### src/rtl/alu_cmd_sequencer.sv
// alu_cmd_sequencer: collects (op, A, B) byte triples from an input stream,
// issues one ALU command at a time with a start strobe, waits for done (with
// optional timeout) and returns each result on an output stream.
module alu_cmd_sequencer #(
   parameter int unsigned ITEM_WIDTH     = 8,
   parameter int unsigned OP_WIDTH       = 3,
   parameter int unsigned RES_WIDTH      = 16,
   parameter int unsigned TIMEOUT_CYCLES = 255,
   parameter int unsigned CNT_WIDTH      = 16
) (
   input  logic                  clk_i,
   input  logic                  reset_i,
   input  logic                  s_tvalid,
   output logic                  s_tready,
   input  logic [ITEM_WIDTH-1:0] s_tdata,
   input  logic                  s_tlast,
   output logic [ITEM_WIDTH-1:0] A_s,
   output logic [ITEM_WIDTH-1:0] B_s,
   output logic [OP_WIDTH-1:0]   op_s,
   output logic                  start,
   input  logic                  done,
   input  logic [RES_WIDTH-1:0]  res_i,
   output logic                  m_tvalid,
   input  logic                  m_tready,
   output logic [RES_WIDTH-1:0]  m_tdata,
   output logic                  m_tlast,
   output logic [CNT_WIDTH-1:0]  cmd_cnt_o,
   output logic                  err_o
);

   localparam int unsigned TO_W = (TIMEOUT_CYCLES < 2) ? 1 : $clog2(TIMEOUT_CYCLES + 1);

   typedef enum logic [2:0] {
      GET_OP,
      GET_A,
      GET_B,
      ISSUE,
      WAIT_DONE,
      PUSH_RES
   } state_t;

   state_t                r_state;
   state_t                w_state_nxt;
   logic                  r_active;
   logic [OP_WIDTH-1:0]   r_op;
   logic [ITEM_WIDTH-1:0] r_a;
   logic [ITEM_WIDTH-1:0] r_b;
   logic                  r_last;
   logic [RES_WIDTH-1:0]  r_result;
   logic [CNT_WIDTH-1:0]  r_cnt;
   logic                  r_err;
   logic [TO_W-1:0]       r_to_cnt;

   logic w_in_beat;
   logic w_frame_err;
   logic w_done_take;
   logic w_timeout;
   logic w_out_beat;
   logic w_to_hit;

   // Expiry fires in the WAIT_DONE cycle whose count completes TIMEOUT_CYCLES cycles.
   assign w_to_hit = (TIMEOUT_CYCLES != 0) && ((32'(r_to_cnt) + 32'd1) == TIMEOUT_CYCLES);

   assign A_s       = r_a;
   assign B_s       = r_b;
   assign op_s      = r_op;
   assign m_tdata   = r_result;
   assign m_tlast   = m_tvalid & r_last;
   assign cmd_cnt_o = r_cnt;
   assign err_o     = r_err;

   // State register.
   always_ff @(posedge clk_i or negedge reset_i) begin
      if (!reset_i) r_state <= GET_OP;
      else          r_state <= w_state_nxt;
   end

   // Next-state decode and handshake outputs; r_active keeps s_tready low while in reset.
   always_comb begin
      w_state_nxt = r_state;
      s_tready    = 1'b0;
      start       = 1'b0;
      m_tvalid    = 1'b0;
      w_in_beat   = 1'b0;
      w_frame_err = 1'b0;
      w_done_take = 1'b0;
      w_timeout   = 1'b0;
      w_out_beat  = 1'b0;
      case (r_state)
         GET_OP: begin
            s_tready  = r_active;
            w_in_beat = s_tvalid & r_active;
            if (w_in_beat) begin
               if (s_tlast) w_frame_err = 1'b1;
               else         w_state_nxt = GET_A;
            end
         end
         GET_A: begin
            s_tready  = r_active;
            w_in_beat = s_tvalid & r_active;
            if (w_in_beat) begin
               if (s_tlast) begin
                  w_frame_err = 1'b1;
                  w_state_nxt = GET_OP;
               end else begin
                  w_state_nxt = GET_B;
               end
            end
         end
         GET_B: begin
            s_tready  = r_active;
            w_in_beat = s_tvalid & r_active;
            if (w_in_beat) w_state_nxt = ISSUE;
         end
         ISSUE: begin
            start       = 1'b1;
            w_state_nxt = WAIT_DONE;
         end
         WAIT_DONE: begin
            if (done) begin
               w_done_take = 1'b1;
               w_state_nxt = PUSH_RES;
            end else if (w_to_hit) begin
               w_timeout   = 1'b1;
               w_state_nxt = PUSH_RES;
            end
         end
         PUSH_RES: begin
            m_tvalid = 1'b1;
            if (m_tready) begin
               w_out_beat  = 1'b1;
               w_state_nxt = GET_OP;
            end
         end
         default: w_state_nxt = GET_OP;
      endcase
   end

   // Datapath: operand capture, result capture, counters and sticky error.
   always_ff @(posedge clk_i or negedge reset_i) begin
      if (!reset_i) begin
         r_active <= 1'b0;
         r_op     <= '0;
         r_a      <= '0;
         r_b      <= '0;
         r_last   <= 1'b0;
         r_result <= '0;
         r_cnt    <= '0;
         r_err    <= 1'b0;
         r_to_cnt <= '0;
      end else begin
         r_active <= 1'b1;
         case (r_state)
            GET_OP: if (w_in_beat && !s_tlast) r_op <= s_tdata[OP_WIDTH-1:0];
            GET_A:  if (w_in_beat && !s_tlast) r_a <= s_tdata;
            GET_B: begin
               if (w_in_beat) begin
                  r_b    <= s_tdata;
                  r_last <= s_tlast;
               end
            end
            default: ;
         endcase
         if (w_frame_err || w_timeout) r_err <= 1'b1;
         if (w_done_take)    r_result <= res_i;
         else if (w_timeout) r_result <= '1;
         if (w_out_beat) r_cnt <= r_cnt + CNT_WIDTH'(1);
         if ((r_state == WAIT_DONE) && (w_state_nxt == WAIT_DONE) && (TIMEOUT_CYCLES != 0))
            r_to_cnt <= r_to_cnt + TO_W'(1);
         else
            r_to_cnt <= '0;
      end
   end

endmodule

### config.mk
export PLATFORM = sky130hd
export DESIGN_NAME = alu_cmd_sequencer
export DESIGN_NICKNAME = d
export VERILOG_FILES = /design/src/rtl/alu_cmd_sequencer.sv
export SDC_FILE = /design/constraint.sdc
export NUM_CORES = 1
export LEC_CHECK = 0
export ABC_AREA = 0
export BUFFER_PORTS_ARGS = -buffer_cell sky130_fd_sc_hd__buf_2
export CORE_MARGIN = 2
export CORE_UTILIZATION = 45
export CTS_BUF_LIST = sky130_fd_sc_hd__clkbuf_16
export DETAILED_ROUTE_END_ITERATION = 16
export GPL_TIMING_DRIVEN = 0
export MAX_ROUTING_LAYER = met4
export PLACE_DENSITY_LB_ADDON = 0.25
export SYNTH_ARGS = -nofsm -noshare
export SYNTH_HDL_FRONTEND = slang
export SYNTH_SLANG_ARGS = --single-unit
### constraint.sdc
create_clock -name clk_i -period 2.57 [get_ports clk_i]
set_input_delay 0.257 -clock clk_i [delete_from_list [all_inputs] [get_ports clk_i]]
set_output_delay 0.257 -clock clk_i [all_outputs]
set_load 0.02 [all_outputs]
==> Word-level counts from Yosys, hierarchy flattened <==
Index checks and enable logic that the tools add are counted.
{ "totals": {"register_bits": 65, "in_bits": 30, "output_inout_bits": 56, "wordCells": 59} }
{ "classes": {"addsub": 3, "n_eq_ne": 7, "muxes": 26, "bitwise_logic": 2, "n_reduce_logical": 11} }
{ "op_table": {"columns": ["operator", "count"], "rows": [
  ["$mux W16", 2],
  ["$mux W3", 7],
  ["$pmux W3 S6", 1],
  ["$add A16 B1 Y16 const B", 1],
  ["$mux W1", 14],
  ["$add A8 B1 Y9 const B", 1],
  ["$eq A3 B3 Y1 const B", 3],
  ["$eq A9 B8 Y1 const B", 1],
  ["$add A8 B1 Y8 const B", 1],
  ["$mux W8", 1],
  ["$eq A3 B2 Y1 const B", 2],
  ["$reduce_and A2 Y1", 3],
  ["$eq A3 B1 Y1 const B", 1],
  ["$logic_not A3 Y1", 1],
  ["$reduce_or A3 Y1", 1],
  ["$and A1 B1 Y1", 2],
  ["$logic_and A1 B1 Y1", 2],
  ["$mux W2", 1],
  ["$reduce_bool A2 Y1", 1],
  ["$reduce_or A2 Y1", 1],
  ["$logic_not A1 Y1", 1],
  ["$logic_or A1 B1 Y1", 1]
]} }

==> Logic depth before layout (Yosys ltp) <==
Gate-level depths: netlist (run 1).
{ "logic_depth": {"ltp_word": 8, "depth_mapped": 7, "depth_no_buf": 5} }

==> Least setup slack after synthesis (run 1) <==
OpenSTA, ideal clock, no wires.
{ "synth_path": {"path_kind": "register to register", "start": "register r_to_cnt[0]", "end": "register r_result[10] (netlist: m_tdata[10])", "setup_ns": 0.063, "arrival_ns": 1.925, "t_required_ns": 2.507, "path_slack_ns": 0.581, "stages_incl_launch_ff": 8, "n_path_buf": 2, "period_less_slack_ns": 1.989, "path_cell_list": "dfrtp_1 ha_1 xnor2_1 or3_1 buf_2 o41ai_4 buf_6 o22a_2"} }
{ "synth_via": {"elab_chain_len": 6} }
{ "synth_lines": {"columns": ["element", "line", "rtl"], "rows": [
  ["start, declared", "52", "logic [TO_W-1:0] r_to_cnt;"],
  ["start signal, assigned", "169", "r_to_cnt <= r_to_cnt + TO_W'(1);"],
  ["$add A8 B1 Y9", "62", "assign w_to_hit = (TIMEOUT_CYCLES != 0) && ((32'(r_to_cnt) + 32'd1) == TIMEOUT_CYCLES);"],
  ["$eq A9 B8 Y1", "62", null],
  ["$mux W1", "123", "end else if (w_to_hit) begin"],
  ["$mux W1", "120", "if (done) begin"],
  ["$mux W1", "89", "case (r_state)"],
  ["$reduce_bool A2 Y1 (no line)", null, null],
  ["end signal, assigned", "165", "if (w_done_take) r_result <= res_i;"],
  ["end, declared", "49", "logic [RES_WIDTH-1:0] r_result;"]
]} }
Every way passes these cells.
A chain may end at the register's enable or synchronous reset.

==> Worst setup path in the final report (run 1) <==
{ "layout_path": {"start": "register r_to_cnt[0]", "end": "register r_result[9] (netlist: m_tdata[9])"} }
Same word-level chain as after synthesis.

==> results of run 1 <==
==> routing by layer <==
metal  global-route usage  vias to the layer above
met5                    -                        -
met4               0.0814                        0
met3               0.0440                        9
met2                0.284                       46
met1                0.218                      977
li1                     -                      944
==> layout make-up <==
type	count	area [µm²]
buffer	8	38.8
clock buffer	9	225
timing repair buffer	85	428
fill	486	2370
multi-input combinational	133	1030
tap	75	93.8
inverter	2	7.51
clock inverter	7	30.0
sequential	65	1630
==> sequential cells by signal, summed over array words and instances, names as in the netlist <==
name / flops
r_active: 1
cmd_cnt_o: 16
B_s: 8
A_s: 8
m_tdata: 16
op_s: 3
r_state: 3
err_o: 1
r_last: 1
r_to_cnt: 8
==> cell families (layout without fill, tap and decap cells) <==
logic type / after synthesis / after routing / share of synthesized area
AO/OA/AOI/OAI: 20 / 20 / 0.0731
XOR/XNOR: 21 / 21 / 0.0680
adder cells (fa/ha/maj): 3 / 3 / 0.0139
buffers and inverters: 10 / 111 / 0.0171
flip-flops: 65 / 65 / 0.602
multiplexers: 20 / 20 / 0.0833
other: 1 / 1 / 0.00139
AND/OR/NAND/NOR: 68 / 68 / 0.142
==> synthesized netlist by cell type (all sizes together) <==
cell | number | area, µm²
dfrtp | 65 | 1630
mux2 | 20 | 225
xnor2 | 18 | 158
o22a | 16 | 151
nand2 | 12 | 45.0
nor3 | 10 | 50.1
nand3 | 9 | 45.0
clkbuf | 6 | 22.5
and3 | 5 | 31.3
nand4 | 5 | 31.3
nor2 | 5 | 18.8
ha | 3 | 37.5
nand3b | 3 | 22.5
nor4 | 3 | 18.8
or3 | 3 | 18.8
xor2 | 3 | 26.3
and2 | 2 | 12.5
and4 | 2 | 17.5
and4b | 2 | 20.0
buf | 2 | 16.3
inv | 2 | 7.51
nand2b | 2 | 15.0
nor2b | 2 | 12.5
a211o | 1 | 8.76
a21oi | 1 | 5.00
and3b | 1 | 8.76
conb | 1 | 3.75
nand4b | 1 | 8.76
o21ai | 1 | 5.00
o41ai | 1 | 27.5
or2 | 1 | 6.26
==> per-stage QoR <==
step                      utilization  hold slack (ns)  power, µW
after global routing            0.595            0.104       3910
after global placement          0.551            0.443       2670
after detailed placement        0.551            0.407       2700
final                           0.595           0.0264       3690
after floorplan                     -          -0.0386       2270
after CTS                       0.595           0.0651       3740
==> power by group through the flow <==
stage | combinational (µW) | clock (µW) | sequential, µW
2_1_floorplan | 436 | 0 | 1830
3_3_place_gp | 1170 | 0 | 1500
3_5_place_dp | 1190 | 0 | 1510
4_1_cts | 1190 | 1050 | 1490
5_1_grt | 1280 | 1100 | 1530
6_report | 1170 | 1030 | 1490
==> how the worst max path moves through the flow <==
| stage | slack (ns) | endpoint | start | depth (start not counted) |
|---|---|---|---|---|
| 2_1_floorplan | 0.58 | m_tdata[10] | r_to_cnt[0] | 7 |
| 3_3_place_gp | 0.37 | m_tdata[13] | r_to_cnt[0] | 7 |
| 3_5_place_dp | 0.34 | m_tdata[9] | r_to_cnt[0] | 7 |
| 6_report | 0.35 | m_tdata[9] | r_to_cnt[0] | 7 |
| 4_1_cts | 0.32 | m_tdata[9] | r_to_cnt[0] | 7 |
| 5_1_grt | 0.23 | m_tdata[9] | r_to_cnt[0] | 7 |
==> placed cells by master, fill, tap and decap left out, drive strengths merged, types with 2 or more instances in the layout <==
master	n
nor4	3
clkbuf	15
nand2b	2
and3	5
dfrtp	65
nand3	9
xnor2	18
ha	3
mux2	20
and4	2
o22a	16
xor2	3
nor2	5
nor3	10
nand4	5
inv	4
nand3b	3
and4b	2
or3	3
clkinv	5
buf	87
nand2	12
nor2b	2
and2	2
==> worst max-delay path, stage by stage, from the launching register on <==
cell     delay [ns]
dfrtp_1        0.41
ha_1           0.24
xnor2_1        0.13
or3_1          0.29
buf_2          0.16
o41ai_4        0.56
buf_6          0.22
o22a_2         0.15
==> results.sh, run 1 <==
export IMPL_status="complete, no violations"
export IMPL_ff2ff_path_depth=7
export IMPL_period_minus_slack_ns=2.22
export IMPL_grt_pass1_vias=1943
export IMPL_leakage_uw=0.00170
export IMPL_clockRootBuffer="clkbuf_16"
export IMPL_num_vias=1976
export IMPL_tns_ns=0
export IMPL_synth_nets=241
export IMPL_fmax_ghz=0.451
export IMPL_htree_num_levels=3
export IMPL_top_layer="met4"
export IMPL_cp_start_kind="flop"
export IMPL_ios=86
export IMPL_yosysWarnings=0
export IMPL_power_internal_uw=2450
export IMPL_core_region_area_um2=5850
export IMPL_clock_skew_ns=0.00651
export IMPL_peakVddDrop_mv=0.730
export IMPL_cts_tree="built"
export IMPL_path_class="reg2reg"
export IMPL_syn_instance_count=208
export IMPL_ys_types=34
export IMPL_wl_met3_um=250
export IMPL_postCtsResizedCells=0
export IMPL_maxSlewViolCount=0
export IMPL_rsz0062_at_grt="no"
export IMPL_hold_buffers=0
export IMPL_placed_area_um2=3230
export IMPL_cp_required_ns=2.82
export IMPL_pwr_share_comb=0.318
export IMPL_fp_dieW_um=81.5
export IMPL_start_util=0.462
export IMPL_clock_latency_ns=0.32
export IMPL_grt_overflow_total=0
export IMPL_grt_usage=0.180
export IMPL_reg2reg_to="m_tdata[9]"
export IMPL_numCtsBuffers=9
export IMPL_detailed_place_hpwl_um=3750
export IMPL_relSlewSlack=0.467
export IMPL_diodes=0
export IMPL_dieArea_um2=6640
export IMPL_timing_rr_start="r_to_cnt[0]"
export IMPL_worst_setup_path_end_kind="flop"
export IMPL_crit_fanout=10
export IMPL_antenna_left=0
export IMPL_grt_start_max_net_pins=66
export IMPL_clockBufferDepth=2
export IMPL_drive_above_1_share=0.424
export IMPL_grt_antenna_before_repair=0
export IMPL_sequentialPowerShare=0.404
export IMPL_drt_iter0_drc=65
export IMPL_hold_class="in2async"
export IMPL_syn_to_final_growth_pct=28.7
export IMPL_syn_area_per_cell_um2=13.0
export IMPL_synth_seq_cells=65
export IMPL_ys_seq_area_frac=0.602
export IMPL_setup_violations=0
export IMPL_finalCritPeriodShare=0.863
export IMPL_clkPwrFrac=0.278
export IMPL_drcViolationCount=0
export IMPL_post_cts_setup_buffers=0
export IMPL_gp_congestion=0.719
export IMPL_hold_viol=0
export IMPL_clk_pin_slew_worst_paths_ns=0.05
export IMPL_final_nets=337
export IMPL_critPathArrivalTime_ns=2.47
export IMPL_final_cells=384
export IMPL_fp_dieH_um=81.5
export IMPL_p_switching_uw=1240
export IMPL_final_area_um2=3480
export IMPL_rrSetupSlack_ns=0.35
export IMPL_p_per_area_nw_per_um2=1060
export IMPL_grt_pass1_wl_um=8790
export IMPL_first_pass_iters=4
export IMPL_power_share_switching=0.335
export IMPL_place_inst=368
export IMPL_wl_met2_um=2680
export IMPL_dp_slack_ns=0.343
export IMPL_syn_area_um2=2700
export IMPL_drv_cap=0
export IMPL_wl_um=5250
export IMPL_wl_met1_um=2220
export IMPL_portBuffers=85
export IMPL_row_count=28
export IMPL_viasPerCell=5.15
export IMPL_clock_sinks=65
export IMPL_wl_per_cell_um=13.7
export IMPL_worst_pin_slew_ns=0.800
export IMPL_layout_setup_ws_ns=0.352
Note: power is estimated with default switching activity, not from simulation.
==> run 2: changes to the inputs <==
--- a/config.mk
+++ b/config.mk
@@ -5,7 +5,7 @@
 export SDC_FILE = /design/constraint.sdc
 export NUM_CORES = 1
 export LEC_CHECK = 0
-export ABC_AREA = 0
+export ABC_AREA = 1
 export BUFFER_PORTS_ARGS = -buffer_cell sky130_fd_sc_hd__buf_2
 export CORE_MARGIN = 2
 export CORE_UTILIZATION = 45
@@ -14,6 +14,7 @@
 export GPL_TIMING_DRIVEN = 0
 export MAX_ROUTING_LAYER = met4
 export PLACE_DENSITY_LB_ADDON = 0.25
+export RECOVER_POWER = 50
 export SYNTH_ARGS = -nofsm -noshare
 export SYNTH_HDL_FRONTEND = slang
 export SYNTH_SLANG_ARGS = --single-unit
==> results.sh, run 2 <==
export IMPL_syn_area_per_cell_um2=8.78
export IMPL_synthTopCellsByArea="dfrtp_1 52%, nand2_1 12%, inv_1 4.7%"
export IMPL_peakVddDrop_mv=0.616
export IMPL_hold_buffers=0
export IMPL_synth_edf_count=0
export IMPL_grt_usage=0.193
export IMPL_tns_ns=0
export IMPL_worst_pin_slew_ns=1.57
export IMPL_diodes=0
export IMPL_postCtsResizedCells=0
export IMPL_setup_violations=0
export IMPL_synth_flop_cell="dfrtp_1"
export IMPL_wl_met1_um=3080
export IMPL_hold_slack_ns=0.141
export IMPL_grt_pass1_vias=2516
export IMPL_grt_pass1_wl_um=11100
export IMPL_worst_setup_path_end_kind="flop"
export IMPL_final_area_um2=3890
export IMPL_clockBufferDepth=2
export IMPL_clk_pin_slew_worst_paths_ns=0.06
export IMPL_ys_types=35
export IMPL_start_util=0.461
export IMPL_fp_dieH_um=87.2
export IMPL_rsz0062_at_grt="no"
export IMPL_cp_start_kind="flop"
export IMPL_ios=86
export IMPL_clock_skew_ns=0.00612
export IMPL_core_region_area_um2=6760
export IMPL_period_minus_slack_ns=2.09
export IMPL_grt_overflow_total=0
export IMPL_detailed_place_hpwl_um=4840
export IMPL_syn_to_final_growth_pct=24.9
export IMPL_syn_instance_count=355
export IMPL_top_layer="met4"
export IMPL_wl_per_cell_um=12.6
export IMPL_crit_fanout=8
export IMPL_maxSlewViolCount=66
export IMPL_portBuffers=85
export IMPL_num_vias=2622
export IMPL_grt_start_max_net_pins=66
export IMPL_post_cts_setup_buffers=0
export IMPL_clockRootBuffer="clkbuf_16"
export IMPL_fillers=641
export IMPL_syn_area_um2=3120
export IMPL_final_common_cell="nand2_1"
export IMPL_cp_required_ns=2.77
export IMPL_synth_most_common_cell="nand2_1"
export IMPL_yosysWarnings=0
export IMPL_path_cells="inv_1 > nand3_4 > nor2_1 > nand4_2 > nor2_2 > nand3_1 > xnor2_1"
export IMPL_relSlewSlack=-0.0460
export IMPL_critPathArrivalTime_ns=2.29
export IMPL_clock_sinks=65
export IMPL_dieArea_um2=7600
export IMPL_drcViolationCount=0
export IMPL_hold_viol=0
export IMPL_viasPerCell=4.89
export IMPL_synth_common_cells="99 x nand2_1, 65 x dfrtp_1, 39 x inv_1, 28 x nand3_1, 27 x nor2_1"
export IMPL_wl_um=6770
export IMPL_finalCritPeriodShare=0.813
export IMPL_ys_seq_area_frac=0.522
export IMPL_path_class="reg2reg"
export IMPL_cp_slowest_cell="nor2_1"
export IMPL_numCtsBuffers=9
export IMPL_yosys_area_top_type="dfrtp_1"
export IMPL_cts_tree="built"
export IMPL_wl_met3_um=242
export IMPL_placed_area_um2=3640
export IMPL_synth_seq_cells=65
export IMPL_final_nets=484
export IMPL_drt_iter0_drc=92
export IMPL_hold_class="in2reg"
export IMPL_fp_dieW_um=87.2
export IMPL_violations="max-capacitance violations, max-slew violations"
export IMPL_async_flop_share=1.00
export IMPL_leakage_uw=0.00200
export IMPL_antenna_left=0
export IMPL_gp_congestion=0.862
export IMPL_grt_antenna_before_repair=0
export IMPL_drive_above_1_share=0.243
export IMPL_fmax_ghz=0.479
export IMPL_p_per_area_nw_per_um2=1060
export IMPL_drv_cap=1
export IMPL_row_count=30
export IMPL_clock_latency_ns=0.32
export IMPL_htree_num_levels=3
export IMPL_power_uw=4140
export IMPL_synth_nets=388
export IMPL_critPathMaxStageDelay_ns=0.52
export IMPL_synth_top_area_share=0.522
export IMPL_first_pass_iters=4
export IMPL_wl_met2_um=3340
export IMPL_status="finished, violations left"
export IMPL_mostFrequentLayoutCells="99 x nand2_1, 65 x dfrtp_1, 59 x buf_2, 40 x inv_1"
-- run 2: cell count changes in the layout (fill, tap and decap cells not counted), sizes merged, moves of 20 or more --
| cell | previous run | this run |
|---|---|---|
| nand2 | 12 | 103 |
| inv | 4 | 41 |
| nor2 | 5 | 33 |
| buf | 87 | 62 |
| clkbuf | 15 | 39 |
| nand3 | 9 | 32 |
| o21ai | 1 | 24 |
| mux2 | 20 | 0 |
-- run 2: power breakdown --
group,switching [µW],internal (µW)
registers,238,1370
clock network,442,748
logic,904,433
-- run 2: layer usage --
metal  track usage  vias to the layer above
met5             -                        -
met4        0.0895                        0
met3        0.0313                        8
met2         0.310                       58
met1         0.239                     1246
li1              -                     1310
-- run 2: logic make-up (layout without fill, tap and decap cells) --
family,Yosys count,in the layout,share of synthesized area
other,1,1,0.00120
flip-flops,65,65,0.522
AND/OR/NAND/NOR,198,198,0.312
XOR/XNOR,15,15,0.0422
AO/OA/AOI/OAI,25,25,0.0414
adder cells (fa/ha/maj),3,3,0.0120
buffers and inverters,48,149,0.0687
-- run 2: worst max-delay path, delay by kind of cell, from the launching register on --
family	cells	cell delay, ns
buf+inv	1	0.21
simple gates	5	1.20
flops	1	0.41
xor+xnor	1	0.14
-- run 2: stage by stage --
| step | cells | utilization | setup slack (ns) |
|---|---|---|---|
| after floorplan | 355 | - | 0.921 |
| after global placement | 520 | 0.539 | 0.758 |
| after detailed placement | 520 | 0.539 | 0.751 |
| after CTS | 536 | 0.583 | 0.666 |
| after global routing | 536 | 0.576 | 0.271 |
| final | 536 | 0.576 | 0.481 |
-- run 2: cell type report --
type / instances / area (µm²) / area share
buffer: 7 / 60.1 / 0.0154
clock buffer: 9 / 225 / 0.0579
clock inverter: 7 / 71.3 / 0.0183
inverter: 41 / 154 / 0.0396
multi-input combinational: 242 / 1260 / 0.324
sequential: 65 / 1630 / 0.418
tap: 80 / 100 / 0.0257
timing repair buffer: 85 / 394 / 0.101
-- run 2: final timing paths --
| check | startpoint | to | slack (ns) | cells past startpoint |
|---|---|---|---|---|
| worst max-delay path | r_state[1] | cmd_cnt_o[12] | 0.48 | 7 |
| worst min-delay path | done | err_o | 0.14 | 2 |
| worst max register to register | r_state[1] | cmd_cnt_o[12] | 0.48 | 7 |
| worst min register to register | op_s[2] | op_s[2] | 0.48 | 2 |
| max in group asynchronous | reset_i | cmd_cnt_o[5] | 1.30 | 1 |
| min in group asynchronous | reset_i | A_s[6] | 0.32 | 1 |
